`src/rtl/uart_pkg.sv`:
```
// Shared UART types and elaboration helpers: parity modes, receiver states,
// and the parity-name / baud-divisor conversion functions.
package uart_pkg;

  typedef enum logic [2:0] {
    PAR_NONE,
    PAR_EVEN,
    PAR_ODD,
    PAR_MARK,
    PAR_SPACE
  } parity_t;

  typedef enum logic [2:0] {
    IDLE,
    START,
    DATA,
    PAR,
    STOP,
    BRK
  } rx_state_t;

  localparam int PARITY_CHARS = 5;

  // The parity name arrives as packed ASCII, right-aligned and zero-padded.
  function automatic parity_t str2parity(input logic [8*PARITY_CHARS-1:0] name);
    parity_t mode;
    mode = PAR_NONE;
    if (name == 40'("even"))  mode = PAR_EVEN;
    if (name == 40'("odd"))   mode = PAR_ODD;
    if (name == 40'("mark"))  mode = PAR_MARK;
    if (name == 40'("space")) mode = PAR_SPACE;
    return mode;
  endfunction

  function automatic int baud_div(input int clk_hz, input int baud);
    return clk_hz / baud;
  endfunction

endpackage

```
`src/rtl/sync_fifo.sv`:
```
// First-word-fall-through synchronous FIFO; the head word is presented
// combinationally and reads as zero while the FIFO is empty.
module sync_fifo #(
  parameter int WIDTH = 8,
  parameter int DEPTH = 4
) (
  input  logic                       clk,
  input  logic                       srst,
  input  logic                       wr_en,
  input  logic [WIDTH-1:0]           wr_data,
  input  logic                       rd_en,
  output logic [WIDTH-1:0]           rd_data,
  output logic                       full,
  output logic                       empty,
  output logic [$clog2(DEPTH+1)-1:0] level
);

  localparam int AW = $clog2(DEPTH);
  localparam int LW = $clog2(DEPTH + 1);

  logic [WIDTH-1:0] mem [DEPTH];
  logic [AW:0]      wr_ptr_reg;
  logic [AW:0]      rd_ptr_reg;
  logic             do_push;
  logic             do_pop;

  assign empty = (wr_ptr_reg == rd_ptr_reg);
  assign full  = (wr_ptr_reg[AW] != rd_ptr_reg[AW]) &&
                 (wr_ptr_reg[AW-1:0] == rd_ptr_reg[AW-1:0]);
  assign level = LW'(wr_ptr_reg - rd_ptr_reg);

  // A pop frees a slot in the same cycle, so a push into a full FIFO is
  // accepted when it coincides with a pop; a pop on empty is ignored.
  assign do_pop  = rd_en & ~empty;
  assign do_push = wr_en & (~full | do_pop);

  assign rd_data = empty ? '0 : mem[rd_ptr_reg[AW-1:0]];

  always_ff @(posedge clk) begin
    if (do_push) begin
      mem[wr_ptr_reg[AW-1:0]] <= wr_data;
    end
  end

  always_ff @(posedge clk) begin
    if (srst) begin
      wr_ptr_reg <= '0;
      rd_ptr_reg <= '0;
    end else begin
      if (do_push) wr_ptr_reg <= wr_ptr_reg + 1'b1;
      if (do_pop)  rd_ptr_reg <= rd_ptr_reg + 1'b1;
    end
  end

endmodule

```
`src/rtl/uart_rx.sv`:
```
// UART receiver: synchronizes rx, deframes start/data/parity/stop bits,
// pushes clean words into a FWFT FIFO and keeps sticky error flags.
module uart_rx
  import uart_pkg::*;
#(
  parameter int CLK_   = 50000000,
  parameter int BAUD_  = 115200,
  parameter int DATA_  = 8,
  parameter int STOP_  = 1,
  parameter     PARITY = "none",
  parameter int BUFF_  = 64
) (
  input  logic                       clk,
  input  logic                       rst_,
  input  logic                       rx,
  input  logic                       re,
  input  logic                       clr,
  output logic [DATA_-1:0]           dout,
  output logic                       empty,
  output logic                       full,
  output logic [$clog2(BUFF_+1)-1:0] level,
  output logic                       frame_err,
  output logic                       parity_err,
  output logic                       overrun
);

  localparam int      DIV        = baud_div(CLK_, BAUD_);
  localparam int      HALF       = DIV / 2;
  localparam int      CW         = $clog2(DIV);
  localparam int      IW         = $clog2(DATA_);
  localparam parity_t PMODE      = str2parity(40'(PARITY));
  localparam bit      HAS_PAR    = (PMODE != PAR_NONE);
  localparam int      FRAME_BITS = 1 + DATA_ + (HAS_PAR ? 1 : 0) + STOP_;
  localparam int      HOLDOFF    = FRAME_BITS * DIV;
  localparam int      HW         = $clog2(HOLDOFF + 1);

  if (DIV < 4) begin : g_div_chk
    $error("uart_rx: clock/baud divisor must be at least 4");
  end
  if ((BUFF_ < 2) || ((BUFF_ & (BUFF_ - 1)) != 0)) begin : g_buff_chk
    $error("uart_rx: BUFF_ must be a power of two, at least 2");
  end
  if ((DATA_ < 5) || (DATA_ > 9)) begin : g_data_chk
    $error("uart_rx: DATA_ must be in 5..9");
  end
  if ((STOP_ < 1) || (STOP_ > 2)) begin : g_stop_chk
    $error("uart_rx: STOP_ must be 1 or 2");
  end

  logic             sync1_reg, rxs_reg, rxs_d_reg;
  logic             fall, tick, stop_bad, par_exp;
  rx_state_t        state_reg, state_next;
  logic [CW-1:0]    cnt_reg, cnt_next;
  logic [IW-1:0]    idx_reg, idx_next;
  logic [DATA_-1:0] shreg_reg, shreg_next;
  logic             perr_reg, perr_next;
  logic             ferr_reg, ferr_next;
  logic             armed_reg;
  logic [HW-1:0]    idle_cnt_reg;
  logic             push, set_perr, set_ferr, drop;
  logic             frame_err_reg, parity_err_reg, overrun_reg;

  always_ff @(posedge clk) begin
    if (rst_) begin
      sync1_reg <= 1'b1;
      rxs_reg   <= 1'b1;
      rxs_d_reg <= 1'b1;
    end else begin
      sync1_reg <= rx;
      rxs_reg   <= sync1_reg;
      rxs_d_reg <= rxs_reg;
    end
  end

  assign fall     = rxs_d_reg & ~rxs_reg;
  assign tick     = (cnt_reg == CW'(HALF));
  assign stop_bad = ferr_reg | ~rxs_reg;

  // After reset the line may be mid-frame; only arm start detection once
  // it has been high for a whole frame, so a frame tail is never decoded.
  always_ff @(posedge clk) begin
    if (rst_) begin
      armed_reg    <= 1'b0;
      idle_cnt_reg <= '0;
    end else if (!armed_reg) begin
      if (!rxs_reg) begin
        idle_cnt_reg <= '0;
      end else if (idle_cnt_reg == HW'(HOLDOFF - 1)) begin
        armed_reg <= 1'b1;
      end else begin
        idle_cnt_reg <= idle_cnt_reg + 1'b1;
      end
    end
  end

  always_comb begin
    case (PMODE)
      PAR_EVEN: par_exp = ^shreg_reg;
      PAR_ODD:  par_exp = ~^shreg_reg;
      PAR_MARK: par_exp = 1'b1;
      default:  par_exp = 1'b0;
    endcase
  end

  always_ff @(posedge clk) begin
    if (rst_) begin
      state_reg <= IDLE;
      cnt_reg   <= '0;
      idx_reg   <= '0;
      shreg_reg <= '0;
      perr_reg  <= 1'b0;
      ferr_reg  <= 1'b0;
    end else begin
      state_reg <= state_next;
      cnt_reg   <= cnt_next;
      idx_reg   <= idx_next;
      shreg_reg <= shreg_next;
      perr_reg  <= perr_next;
      ferr_reg  <= ferr_next;
    end
  end

  always_comb begin
    state_next = state_reg;
    cnt_next   = (cnt_reg == CW'(DIV - 1)) ? '0 : cnt_reg + 1'b1;
    idx_next   = idx_reg;
    shreg_next = shreg_reg;
    perr_next  = perr_reg;
    ferr_next  = ferr_reg;
    push       = 1'b0;
    set_perr   = 1'b0;
    set_ferr   = 1'b0;
    case (state_reg)
      IDLE: begin
        // Holding the counter at zero makes START always begin from a reload.
        cnt_next  = '0;
        idx_next  = '0;
        perr_next = 1'b0;
        ferr_next = 1'b0;
        if (armed_reg && fall) state_next = START;
      end
      START: begin
        if (tick) begin
          if (rxs_reg) begin
            state_next = IDLE;
          end else begin
            state_next = DATA;
            idx_next   = '0;
          end
        end
      end
      DATA: begin
        if (tick) begin
          shreg_next = {rxs_reg, shreg_reg[DATA_-1:1]};
          if (idx_reg == IW'(DATA_ - 1)) begin
            idx_next   = '0;
            state_next = HAS_PAR ? PAR : STOP;
          end else begin
            idx_next = idx_reg + 1'b1;
          end
        end
      end
      PAR: begin
        if (tick) begin
          if (rxs_reg != par_exp) perr_next = 1'b1;
          state_next = STOP;
        end
      end
      STOP: begin
        if (tick) begin
          if (idx_reg == IW'(STOP_ - 1)) begin
            set_ferr   = stop_bad;
            set_perr   = perr_reg;
            push       = ~stop_bad & ~perr_reg;
            state_next = stop_bad ? BRK : IDLE;
          end else begin
            ferr_next = stop_bad;
            idx_next  = idx_reg + 1'b1;
          end
        end
      end
      BRK: begin
        if (rxs_reg) state_next = IDLE;
      end
      default: state_next = IDLE;
    endcase
  end

  sync_fifo #(
    .WIDTH (DATA_),
    .DEPTH (BUFF_)
  ) u_fifo (
    .clk     (clk),
    .srst    (rst_),
    .wr_en   (push),
    .wr_data (shreg_reg),
    .rd_en   (re),
    .rd_data (dout),
    .full    (full),
    .empty   (empty),
    .level   (level)
  );

  assign drop = push & full & ~re;

  // A new error in the same cycle as clr wins, so no event is lost.
  always_ff @(posedge clk) begin
    if (rst_) begin
      frame_err_reg  <= 1'b0;
      parity_err_reg <= 1'b0;
      overrun_reg    <= 1'b0;
    end else begin
      frame_err_reg  <= set_ferr | (frame_err_reg & ~clr);
      parity_err_reg <= set_perr | (parity_err_reg & ~clr);
      overrun_reg    <= drop | (overrun_reg & ~clr);
    end
  end

  assign frame_err  = frame_err_reg;
  assign parity_err = parity_err_reg;
  assign overrun    = overrun_reg;

endmodule

```
`config.mk`:
```
export PLATFORM = sky130hd
export DESIGN_NAME = uart_rx
export DESIGN_NICKNAME = d
export VERILOG_FILES = /design/src/rtl/uart_pkg.sv /design/src/rtl/sync_fifo.sv /design/src/rtl/uart_rx.sv
export SDC_FILE = /design/constraint.sdc
export NUM_CORES = 1
export LEC_CHECK = 0
export BUFFER_PORTS_ARGS = -buffer_cell sky130_fd_sc_hd__buf_2
export CAP_MARGIN = 20
export CORE_UTILIZATION = 63
export DETAILED_ROUTE_END_ITERATION = 7
export PLACE_DENSITY = 0.79
export SETUP_SLACK_MARGIN = 0.2
export SYNTH_ARGS = -nofsm -noshare
export SYNTH_HDL_FRONTEND = slang
export SYNTH_SLANG_ARGS = --single-unit
```
`constraint.sdc`:
```
create_clock -name clk -period 3.5 [get_ports clk]
set_input_delay 0.875 -clock clk [delete_from_list [all_inputs] [get_ports clk]]
set_output_delay 0.875 -clock clk [all_outputs]
set_load 0.01 [all_outputs]
```
==> run_results.csv <==
group,metric,value,unit
global_route,overflow,0,
timing,tns,-2072,ps
global_route,antenna_found_initial,2,
timing,fin_worst_skew,22.33,ps
worst_setup_path,critPathLaunchType,"register",
logic_synthesis,synth_xor_area_frac,0.01375,
worst_setup_path,required,2620,ps
die,io_pins,25,
logic_synthesis,ys_ff_latch,577,
global_route,grt_usage,0.3169,
power_and_ir_drop,p_leak,0.009103,µW
final_layout,final_cell_area,27620,µm²
hold_path,hp-start,"sync1_reg$_SDFF_PP1_",
worst_setup_path,cp_cell_sequence,"buf_12 -> mux4_2 -> nor2b_1 -> a211oi_2 -> nor4_1 -> buf_4 -> a22oi_2 -> o21ai_1 -> buf_4 -> buf_6",
route,firstDrtPassIters,7,
clock_tree,postCtsHoldBufs,0,
logic_synthesis,synth_ff_type,"edfxtp_1",
place,portBuffers,24,
timing,rsz0062_at_grt,"true",
timing,setup_viol,8,
timing,finalWorstSetupSlack,-309.5,ps
die,dieArea,37160,µm²
logic_synthesis,synth_largest_area_cell,"edfxtp_1",
worst_setup_path,rr_startpoint,"u_fifo.rd_ptr_reg[3]$_SDFFE_PP0N_",
power_and_ir_drop,p_int,10930,µW
logic_synthesis,synth-seq-area-share,0.7272,
logic_synthesis,synth_area_leaders,"edfxtp_1 (67%), mux4_2 (13%), dfxtp_1 (5.7%)",
route,wirelength,58.48,mm
hold_path,min_to,"rxs_reg$_SDFF_PP1_",
logic_synthesis,synth_top_family_by_area,"multiplexers",
global_route,busiest_layer,"met2",
power_and_ir_drop,power_frac_comb,0.005,
clock_tree,cts-root-buf,"clkbuf_16",
power_and_ir_drop,p_switching,2627,µW
logic_synthesis,synth_common_cells,"edfxtp_1 (512), mux4_2 (134), nor2_1 (131)",
timing,hold_viol_final,0,
route,drtIter0Drc,1687,
logic_synthesis,syn_area_per_cell,18.32,µm²
worst_setup_path,reg2reg_depth,11,
clock_tree,cts_sinks,577,
final_layout,antennaDiodeCount,0,
logic_synthesis,synth_adder_area_share,0.008512,
logic_synthesis,syn_nets,1272,
global_route,grt_first_pass_wirelength,83.10,mm
timing,drv_slew,0,
timing,post-route-min-period,3809,ps
route,via_per_inst,6.747,
worst_setup_path,crit_path_frequent_cell,"buf_4",
route,vias,13250,
final_layout,largest_reg_flops,512,
worst_setup_path,crit_path_max_fanout,6,
worst_setup_path,cp_num_buf_inv,4,
global_route,grt_pass1_vias,13020,
logic_synthesis,yosysMostFrequentCell,"edfxtp_1",
hold_path,worstHoldPathType,"register to register",
global_route,grt_max_degree,67,
hold_path,min_path_cells,1,
die,core.rowCount,69,
clock_tree,htree_levels,2,
logic_synthesis,yosysTopAreaCellShare,0.6705,
power_and_ir_drop,power_density,490.7,nW/µm²
route,ant_nets,0,
die,die_w,192.8,µm
status,violations,"setup timing",
die,die_h,192.8,µm
power_and_ir_drop,p_sw_frac,0.1938,
worst_setup_path,r2r_setup_slack,490,ps
worst_setup_path,end_kind,"primary output",
logic_synthesis,synth_cell_types,57,
worst_setup_path,max_stage_delay,540,ps
worst_setup_path,cp_slowest_cell,"mux4_2",
logic_synthesis,synth-edff-count,512,
power_and_ir_drop,p_clk_frac,0.450,
final_layout,fill_cells,1815,
clock_tree,clk_latency,620,ps
clock_tree,cts_buffers,54,
place,place_area,24350,µm²
worst_setup_path,crit_family,"buffers and inverters",
route,routedWlPerCell,29.77,µm
timing,worstMarginPinSlew,1057,ps
logic_synthesis,yosys_warnings,0,
timing,relSlewSlack,0.2893,
global_route,grt_util_met2,0.5052,
final_layout,layout.area.seq,16710,µm²
power_and_ir_drop,seq_power_share,0.546,
logic_synthesis,netlist_area,22930,µm²
final_layout,multi_input_comb_area,6284,µm²
clock_tree,clk_pin_slew,60,ps
die,core_area,35660,µm²
clock_tree,cts_tree,"built",
worst_setup_path,r2r-end,"u_fifo.mem[60][1]$_DFFE_PP_",
logic_synthesis,synth_compound_area_frac,0.02886,
status,status,"finished, violations left",
timing,fmaxAchievable,262.5,MHz
power_and_ir_drop,ir_drop,0.6008,mV
place,place_hpwl,31.35,mm
route,drc,0,
timing,fin_crit_sh,1.088,
run,cap_violations,0,
global_route,met1_usage,0.4296,
clock_tree,cts.path.max_buffers,3,
logic_synthesis,synth.area.mux_share,0.1439,
worst_setup_path,arrival,2930,ps
worst_setup_path,path_class,"register to primary output",
logic_synthesis,synthSimpleGateAreaFrac,0.06171,
final_layout,syn2layout_area_growth,20.45,%
place,finalWeightedCongestion,0.8940,
final_layout,final_nets,1481,
global_route,met3_usage,0.07492,
logic_synthesis,netlist_instances,1252,
logic_synthesis,async_reset_ff_frac,0,
power_and_ir_drop,finalPower,13550,µW
die,start_util,0.6431,
final_layout,drive_gt1_frac,0.3599,
## worst register-to-register path: cells and delay by family (launching register included)
family                   cells  cell delay [ps]
AND/OR/NAND/NOR              6             1370
buffers and inverters        4              730
flip-flops                   1              360
adder cells (fa/ha/maj)      1              310
## cells in the final DEF, fill, tap and decap left out, drive strengths merged, types with 6 or more instances in the layout
cell	synthesis	final
bufinv	0	9
mux2	9	9
nand3b	7	7
mux2i	18	18
o22ai	11	11
o21ai	23	23
clkinv	0	16
a211oi	20	20
clkinvlp	0	7
mux4	134	134
edfxtp	512	512
nand3	15	15
a21oi	21	21
or3	6	6
dfxtp	65	65
buf	38	217
nor2	131	131
nand2	28	28
clkbuf	29	65
ha	14	14
nor3	15	15
nor2b	28	28
nand4	10	10
xor2	19	19
xnor2	17	17
nand2b	10	10
inv	16	18
## worst max path at each step
stage | to | slack [ps] | cells past startpoint
5_1_grt | dout[7] | -410 | 12
3_5_place_dp | dout[7] | -2 | 11
6_report | dout[7] | -310 | 10
3_3_place_gp | dout[7] | 60 | 11
4_1_cts | dout[7] | -250 | 8
2_1_floorplan | dout[7] | 310 | 10
## power by group through the flow
stage	combinational (µW)	sequential (µW)	clock (µW)
detailed placement	61.2	7550	0
finish	61.9	7400	6100
global route	68.9	7390	6380
CTS	61.6	7400	6120
floorplan	55.9	7540	0
global placement	58.2	7540	0
## area by class of cell
cell class	count	share of cell area
sequential	577	0.6050
multi-input combinational	592	0.2275
timing repair buffer	220	0.07805
clock buffer	64	0.05028
tap	461	0.02088
clock inverter	34	0.01613
inverter	16	0.002174
## stage by stage
step	instances	hold slack, ps	setup slack (ps)	util
CTS	1944	414.8	-254.8	0.7643
finish	1964	411.1	-309.5	0.7746
global placement	1793	393.6	63.81	0.6830
floorplan	1252	389.5	313.4	-
detailed placement	1793	399.8	-1.943	0.6830
global route	1964	437.1	-410.0	0.7746
## layer usage
metal	up-vias	share of wire
li1	5399	-
met1	6717	0.37
met2	958	0.49
met3	174	0.11
met4	4	0.037
met5	-	0.00044
## kinds of logic (layout without fill, tap and decap cells)
kind of cell,after synthesis,after routing
flip-flops,577,577
AND/OR/NAND/NOR,277,277
multiplexers,161,161
AO/OA/AOI/OAI,103,103
buffers and inverters,83,334
XOR/XNOR,36,36
adder cells (fa/ha/maj),15,15
## what timing repair did
action | 4_1_cts | 5_1_grt
pin swaps | 31 | 17
endpoints found under the setup margin | 11 | 10
resized for setup | 110 | 36
gates cloned | 7 | 1
buffers inserted | 46 | 15
(Power assumes the default switching activity.)
